## src/rtl/snake_step_scheduler.sv

```systemverilog
// Snake game sequencer: key edge detection, direction FIFO, game-state FSM and step divider.
// Optional macro SNAKE_SPEEDUP_EN shrinks the step divider as the game progresses.
module snake_step_scheduler #(
  parameter int DEPTH    = 4,
  parameter int DIV_W    = 4,
  parameter int TICK_DIV = 4
`ifdef SNAKE_SPEEDUP_EN
  ,
  parameter int SPEEDUP_STEPS = 16,
  parameter int MIN_DIV       = 1
`endif
) (
  input  logic       CLKBoard,
  input  logic       RESET,
  input  logic       TICK,
  input  logic       KEY_UP,
  input  logic       KEY_DOWN,
  input  logic       KEY_LEFT,
  input  logic       KEY_RIGHT,
  input  logic       KEY_S,
  input  logic       KEY_P,
  input  logic       KEY_R,
  input  logic       KEY_ESC,
  input  logic       COLLIDE,
  output logic [1:0] SNDIR,
  output logic       STEP,
  output logic [2:0] GAME_RUN,
  output logic       DROP
);

  localparam int PW = $clog2(DEPTH);
  localparam logic [PW:0]      PTR_ONE = (PW+1)'(1);
  localparam logic [PW-1:0]    IDX_ONE = PW'(1);
  localparam logic [DIV_W-1:0] CNT_ONE = DIV_W'(1);

  typedef enum logic [2:0] {
    S_IDLE  = 3'b000,
    S_RUN   = 3'b001,
    S_PAUSE = 3'b010,
    S_OVER  = 3'b100
  } state_t;

  state_t state, state_next;

  // Valid/ready note: key edges are single-cycle requests with no back-pressure;
  // a request the FIFO cannot take is reported on DROP instead of stalling.
  logic [7:0] keys, key_hist, key_edge;
  logic e_up, e_down, e_left, e_right, e_s, e_p, e_r, e_esc;

  assign keys = {KEY_ESC, KEY_R, KEY_P, KEY_S, KEY_RIGHT, KEY_LEFT, KEY_DOWN, KEY_UP};
  assign {e_esc, e_r, e_p, e_s, e_right, e_left, e_down, e_up} = key_edge;

  // History resets high so a key held through reset is not seen as a press.
  always_ff @(posedge CLKBoard) begin
    if (RESET) begin
      key_hist <= '1;
      key_edge <= '0;
    end else begin
      key_hist <= keys;
      key_edge <= keys & ~key_hist;
    end
  end

  always_ff @(posedge CLKBoard) begin
    if (RESET) state <= S_IDLE;
    else       state <= state_next;
  end

  always_comb begin
    state_next = state;
    if (e_r) begin
      state_next = S_IDLE;
    end else begin
      case (state)
        S_RUN: begin
          if (e_esc)        state_next = S_OVER;
          else if (COLLIDE) state_next = S_OVER;
          else if (e_p)     state_next = S_PAUSE;
        end
        S_PAUSE: begin
          if (e_esc)    state_next = S_OVER;
          else if (e_p) state_next = S_RUN;
        end
        S_IDLE: begin
          if (e_s) state_next = S_RUN;
        end
        default: state_next = state;
      endcase
    end
  end

  logic dir_state_ok, run_stay, start_run;

  always_comb begin
    GAME_RUN     = state;
    dir_state_ok = ((state == S_RUN) || (state == S_PAUSE)) && !e_r;
    run_stay     = (state == S_RUN) && (state_next == S_RUN);
    start_run    = (state == S_IDLE) && (state_next == S_RUN);
  end

  // Direction FIFO
  logic [1:0]    mem [DEPTH];
  logic [PW:0]   wr_ptr, rd_ptr;
  logic [PW-1:0] tail_idx;
  logic          empty, full;
  logic          dir_req, reject, push_en, pop_en;
  logic [1:0]    dir_key, dir_ref;
  logic [1:0]    sndir_q;

  assign empty    = (wr_ptr == rd_ptr);
  assign full     = (wr_ptr[PW] != rd_ptr[PW]) && (wr_ptr[PW-1:0] == rd_ptr[PW-1:0]);
  assign tail_idx = wr_ptr[PW-1:0] - IDX_ONE;

  always_comb begin
    dir_req = 1'b1;
    dir_key = 2'b00;
    if (e_up)         dir_key = 2'b00;
    else if (e_down)  dir_key = 2'b01;
    else if (e_left)  dir_key = 2'b10;
    else if (e_right) dir_key = 2'b11;
    else              dir_req = 1'b0;
  end

  // A key is judged against the last direction that will be applied before it.
  always_comb begin
    dir_ref = empty ? sndir_q : mem[tail_idx];
    reject  = full || (dir_key == dir_ref) || (dir_key == {dir_ref[1], ~dir_ref[0]});
    push_en = dir_state_ok && dir_req && !reject;
  end

  // Tick divider
  logic [DIV_W-1:0] cnt, div_last;
  logic             tick_hit, step_fire;

  assign tick_hit  = (state == S_RUN) && TICK && (cnt == div_last);
  assign step_fire = tick_hit && run_stay;
  assign pop_en    = step_fire && !empty;

`ifdef SNAKE_SPEEDUP_EN
  localparam int SC_W = $clog2(SPEEDUP_STEPS) + 1;
  logic [DIV_W-1:0] div;
  logic [SC_W-1:0]  step_cnt;

  always_ff @(posedge CLKBoard) begin
    if (RESET || e_r) begin
      div      <= DIV_W'(TICK_DIV);
      step_cnt <= '0;
    end else if (step_fire) begin
      if (step_cnt == SC_W'(SPEEDUP_STEPS - 1)) begin
        step_cnt <= '0;
        if (div > DIV_W'(MIN_DIV)) div <= div - CNT_ONE;
      end else begin
        step_cnt <= step_cnt + SC_W'(1);
      end
    end
  end

  assign div_last = div - CNT_ONE;
`else
  assign div_last = DIV_W'(TICK_DIV - 1);
`endif

  always_ff @(posedge CLKBoard) begin
    if (RESET || e_r || start_run) begin
      cnt <= '0;
    end else if ((state == S_RUN) && TICK) begin
      if (cnt == div_last) cnt <= '0;
      else                 cnt <= cnt + CNT_ONE;
    end
  end

  always_ff @(posedge CLKBoard) begin
    if (push_en) mem[wr_ptr[PW-1:0]] <= dir_key;
  end

  always_ff @(posedge CLKBoard) begin
    if (RESET) begin
      wr_ptr  <= '0;
      rd_ptr  <= '0;
      sndir_q <= 2'b11;
      STEP    <= 1'b0;
      DROP    <= 1'b0;
    end else begin
      STEP <= step_fire;
      DROP <= dir_state_ok && dir_req && reject;
      if (e_r) begin
        wr_ptr  <= '0;
        rd_ptr  <= '0;
        sndir_q <= 2'b11;
      end else begin
        if (push_en) wr_ptr <= wr_ptr + PTR_ONE;
        if (pop_en) begin
          sndir_q <= mem[rd_ptr[PW-1:0]];
          rd_ptr  <= rd_ptr + PTR_ONE;
        end
      end
    end
  end

  assign SNDIR = sndir_q;

endmodule
```

## config.mk

```make
export PLATFORM = sky130hd
export DESIGN_NAME = snake_step_scheduler
export DESIGN_NICKNAME = d
export VERILOG_FILES = /design/src/rtl/snake_step_scheduler.sv
export SDC_FILE = /design/constraint.sdc
export NUM_CORES = 1
export LEC_CHECK = 0
export CORE_MARGIN = 5
export CORE_UTILIZATION = 30
export DETAILED_ROUTE_END_ITERATION = 16
export PLACE_DENSITY = 0.5
export SLEW_MARGIN = 5
export SYNTH_ARGS = -nofsm -noshare
export SYNTH_HDL_FRONTEND = slang
export SYNTH_SLANG_ARGS = --single-unit
```

## constraint.sdc

```tcl
create_clock -name CLKBoard -period 3.94 [get_ports CLKBoard]
set_input_delay 0.394 -clock CLKBoard [delete_from_list [all_inputs] [get_ports CLKBoard]]
set_output_delay 0.394 -clock CLKBoard [all_outputs]
set_load 0.02 [all_outputs]
```

### After elaboration in Yosys (flattened, before gate mapping)

Memory sizes are Yosys's and may differ from the RTL's. A register that Yosys moved wholly into a read port is not among the register bits.
Cells that the tools add are included.
Widths: inputs -> output; s select.

| word-level totals | value |
|---|---|
| bits in latches | 0 |
| memory bits (read-only) | 0 |
| output and inout port bits | 7 |
| RAM bits | 8 |
| bits in registers | 31 |
| logic and storage cells | 66 |
| memories kept | 1 |
| input bits | 12 |

Memory list:

| name | words | width | rd ports | clocked after memory_dff | write ports | line | source |
|---|---|---|---|---|---|---|---|
| mem | 4 | 2 | 2 | 1 | 1 | 102 | `logic [1:0] mem [DEPTH];` |

| operators by class | value |
|---|---|
| $add $sub $neg | 4 |
| shift operators | 0 |
| div/mod/pow operators | 0 |
| bitwise gates (word level) | 3 |
| equality and inequality tests | 9 |
| magnitude comparators | 0 |
| multiplexer cells | 20 |
| multipliers | 0 |
| reductions and logical operators | 21 |

Operators by type and width:

| cell | count |
|---|---|
| $mux 3 | 7 |
| $logic_and 1x1->1 | 11 |
| $mux 2 | 5 |
| $pmux 3 s3 | 1 |
| $and 8x8->8 | 1 |
| $not 8->8 | 1 |
| $add 3x1->3 const B | 2 |
| $eq 2x2->1 | 3 |
| $eq 3x1->1 const B | 2 |
| $mux 1 | 6 |
| $logic_or 1x1->1 | 5 |
| $add 4x1->4 const B | 1 |
| $eq 4x2->1 const B | 1 |
| $mux 4 | 1 |
| $eq 3x2->1 const B | 1 |
| $eq 3x3->1 | 1 |
| $logic_not 1->1 | 3 |
| $logic_not 3->1 | 1 |
| $reduce_or 2->1 | 1 |
| $sub 2x1->2 const B | 1 |
| $ne 1x1->1 | 1 |
| $not 1->1 | 1 |

### Depth between registers and ports, before layout

| logic depth | value |
|---|---|
| depth in word-level cells | 11 |
| gate-level depth with buffers | 6 |
| mapped depth without buffers | 6 |

### Worst setup path after synthesis

OpenSTA, ideal clock, no wires.

| path | value |
|---|---|
| path type | register to register |
| from | reg wr_ptr[0] |
| to | mem mem[0][0] (enable) |
| stages on the path, launching flop included | 7 |
| required time | 3642 ps |
| slack | 1745 ps |
| period minus slack after synthesis | 2195 ps |
| library setup time | 298 ps |
| arrival | 1897 ps |
| cell sequence | dfxtp_1 > inv_1 > ha_1 > mux4_2 > o221a_4 > nor3_2 > and2_1 |

| between the ends | value |
|---|---|
| cells in the longest elaborated chain, start to end | 10 |

RTL lines:

| element | line | source |
|---|---|---|
| start: declaration | 103 | `logic [PW:0] wr_ptr, rd_ptr;` |
| start signal: assignment | 191 | `if (push_en) wr_ptr <= wr_ptr + PTR_ONE;` |
| $sub 2x1->2 * | 112 | `assign tail_idx = wr_ptr[PW-1:0] - IDX_ONE;` |
| named net tail_idx[0] | 104 | `logic [PW-1:0] tail_idx;` |
| $mem_v2 4x2 * | n/a |  |
| $mux 2 * | 126 | `dir_ref = empty ? sndir_q : mem[tail_idx];` |
| $eq 2x2->1 or $not 1->1 (tied branches) | 127 | `reject = full \|\| (dir_key == dir_ref) \|\| (dir_key == {dir_ref[1], ~dir_ref[0]});` |
| $logic_or 1x1->1 or $eq 2x2->1 (tied branches) | 127 |  |
| $logic_or 1x1->1 * | 127 |  |
| $logic_not 1->1 * | 128 | `push_en = dir_state_ok && dir_req && !reject;` |
| $logic_and 1x1->1 * | 128 |  |
| $mux 1 * | 173 | `if (push_en) mem[wr_ptr[PW-1:0]] <= dir_key;` |
| $mux 1 (implied by the code) * | 173 |  |
| end: declaration | 102 |  |

Mark *: on every way through the listed nets, which the timed path passes. The rest lies on a longest branch.

### Final worst setup path

| path | value |
|---|---|
| from | reg wr_ptr[0] |
| to | mem mem[2][0] (enable) |

The elaborated chain is that of the path after synthesis.

==> impl_metrics.json <==
{
  "synth_mux_area_share_pct": 4.861,
  "synth_top_family_by_area": "simple AND/OR/NAND/NOR gates",
  "grt_usage_pct": 9.965,
  "tightest_slew_ns": 0.9700,
  "finalHoldViolCount": 0,
  "wire_per_inst_microns": 13.19,
  "synthDistinctLibCells": 46,
  "grt_setup_unrepaired": "no",
  "fmax_ghz": 0.4160,
  "min_period_over_period_pct": 61.02,
  "maxSlewViolCount": 0,
  "wirelength_mm": 3.481,
  "regArea_sq_um": 900.9,
  "hpwl_mm": 2.656,
  "layout-drive-gt1-share_pct": 14.81,
  "num_vias": 1301,
  "synth-main-ff-cell": "dfxtp_1",
  "syn_area_sq_mm": 0.001802,
  "synth_largest_area_cell": "dfxtp_1",
  "place.gp.congestion": 0.7931,
  "placementRows": 28,
  "peakVddDrop_v": 0.0001974,
  "cts_resized": 0,
  "crit_required_ns": 3.94,
  "r2r_slack_ns": 1.54,
  "cts_root_buf": "clkbuf_8",
  "clk_path_buf_depth": 2,
  "initial_core_util_pct": 30.61,
  "ys_seq_area_share_pct": 50.00,
  "synthAdderAreaFrac_pct": 4.167,
  "io_buffers": 18,
  "via_per_inst": 4.928,
  "yosys_warnings": 0,
  "leakage_nw": 0.7224,
  "synth.avg_cell_area_sq_um": 10.72,
  "h-tree-depth": 2,
  "die_h_microns": 87.50,
  "cts.clk_slew.worst_paths_ns": 0.07,
  "drv_cap": 0,
  "p_per_area_mw_per_mm2": 369.6,
  "final_core_util_pct": 36.59,
  "syn_nets": 186,
  "crit_type": "reg -> reg",
  "boundaryPins": 19,
  "yosysTopAreaCellShare_pct": 36.67,
  "synth_edf_count": 8,
  "core_sq_mm": 0.005886,
  "dieArea_sq_mm": 0.007655,
  "cts_tree": "done",
  "grt_max_degree": 22,
  "critical_path_buf_inv_count": 1,
  "synth-simple-area-share_pct": 23.40,
  "dieWidth_microns": 87.50,
  "synthCells": 168,
  "grt_pass1_vias": 1255,
  "cp_cell_sequence": "inv_1 > ha_1 > mux4_2 > o221a_4 > nor3_2 > and2_1",
  "fill_cells": 580,
  "drtPass1Iterations": 4,
  "crit_path_max_incr_delay_ns": 0.48,
  "ant_nets": 0,
  "numCtsBuffers": 5,
  "slew_headroom_pct": 34.83,
  "diodes": 0,
  "antenna_found_initial": 0,
  "grt_pass1_wl_mm": 5.871,
  "startpoint_type": "flop",
  "critPathTopFamily": "simple AND/OR/NAND/NOR gates",
  "initialDrtViolationCount": 69,
  "fin_crit_ns": 2.404,
  "area_growth_pct": 19.51,
  "cts.sinks": 41,
  "final_nets": 206,
  "crit_arrival_ns": 2.40,
  "drc_errors": 0,
  "grt_overflow": 0,
  "cp-end-kind": "flop",
  "synth_xor_area_share_pct": 2.431,
  "synth_compound_area_share_pct": 12.01,
  "fin_skew_ns": 0.004303,
  "finalSetupViolations": 0,
  "synth.area.top_cells": "dfxtp_1 37%, edfxtp_1 13%, ha_1 4.2%, nor3b_1 3.8%, mux4_2 3.7%",
  "crit_path_max_fanout": 6,
  "slowest_stage": "dfxtp_1",
  "hp-class": "reg -> reg",
  "synth-async-reset-ratio_pct": 0,
  "clk_latency_ns": 0.29,
  "hold_buffers": 0,
  "tns_ns": 0,
  "status": "finished, final reports clean",
  "post_cts_buffers": 0,
  "ys_ff_latch": 41,
  "multi_input_area_sq_um": 844.6
}
## cells by family after synthesis
group           count (synthesis)
simple gates                   69
flops                          41
compound gates                 31
buf+inv                        11
fa+ha+maj                       6
xor+xnor                        5
mux                             5
## final timing paths
kind | startpoint | end | depth (start not counted)
setup / recovery | wr_ptr[0]$_SDFFE_PP0P_ | mem[2][0]$_DFFE_PP_ | 6
hold / removal | key_hist[4]$_SDFF_PP1_ | key_edge[4]$_SDFF_PP0_ | 1
setup reg to reg | wr_ptr[0]$_SDFFE_PP0P_ | mem[2][0]$_DFFE_PP_ | 6
hold reg to reg | key_hist[4]$_SDFF_PP1_ | key_edge[4]$_SDFF_PP0_ | 1
## sequential cells by signal, summed over array words and instances (netlist names), 2 cells and up
signal and flops:
mem 8, GAME_RUN 3, cnt 4, SNDIR 2, key_edge 8, rd_ptr 3
wr_ptr 3, key_hist 8
## cells in the final DEF (no fill, tap or decap), types with 2 or more instances in the layout
master / Yosys / layout
nor2_1: 10 / 10
edfxtp_1: 8 / 8
a211oi_1: 2 / 2
nand3_1: 8 / 8
or2_2: 8 / 8
nor3_1: 2 / 2
dfxtp_1: 33 / 33
inv_1: 5 / 5
clkbuf_8: 0 / 6
xnor2_1: 4 / 4
and2_1: 3 / 3
o31ai_1: 2 / 2
nor4_1: 3 / 3
mux4_2: 3 / 3
mux2i_1: 2 / 2
or3_1: 2 / 2
ha_1: 6 / 6
nand4_1: 2 / 2
a21oi_1: 12 / 12
nor3_2: 2 / 2
o21ai_1: 7 / 7
nor3b_1: 9 / 9
clkdlybuf4s50_1: 0 / 18
nand2_1: 8 / 8
## power by group
| part | switching (mW) | internal (mW) | total, mW |
|---|---|---|---|
| clock network | 0.135 | 0.181 | 0.316 |
| registers | 0.00475 | 0.434 | 0.439 |
| logic | 0.0195 | 0.0220 | 0.0415 |
## per-stage QoR
step                      instance area (sq um)  worst slack, ns  power (mW)  cells  hold WS, ns
after detailed placement                   2042            1.544      0.4904    256       0.3836
final                                      2153            1.536      0.7958    264       0.3918
after global routing                       2153            1.392      0.8343    264       0.4051
after CTS                                  2153            1.534      0.8080    264       0.3955
after floorplan                            1802            1.745      0.4713    168       0.3721
after global placement                     2042            1.644      0.4890    256       0.3792
## final cells by class
| class | instances | share of cell area [%] |
|---|---|---|
| tap | 75 | 4.358 |
| timing repair buffer | 18 | 8.367 |
| sequential | 41 | 41.84 |
| inverter | 6 | 1.046 |
| multi-input combinational | 116 | 39.22 |
| clock buffer | 8 | 5.171 |
## cell usage after synthesis (2+ instances only)
library cell,instances
nor3b_1,9
xnor2_1,4
buf_6,2
nor3_2,2
clkbuf_1,3
ha_1,6
nor3_1,2
and2_1,3
a211oi_1,2
or3_1,2
mux2i_1,2
or2_2,8
edfxtp_1,8
dfxtp_1,33
o31ai_1,2
nor2_1,10
nand3_1,8
inv_1,5
nand2_1,8
o21ai_1,7
nor4_1,3
nand4_1,2
a21oi_1,12
mux4_2,3
## routing by layer
layer / GRT usage (%) / vias to the layer above / routed length (microns)
met2: 15.55 / 26 / 1626
met1: 12.55 / 613 / 1592
li1: - / 657 / -
met5: 0 / - / 0
met4: 4.184 / 0 / 49
met3: 3.311 / 5 / 213
Power figures use the tool's default switching activity.
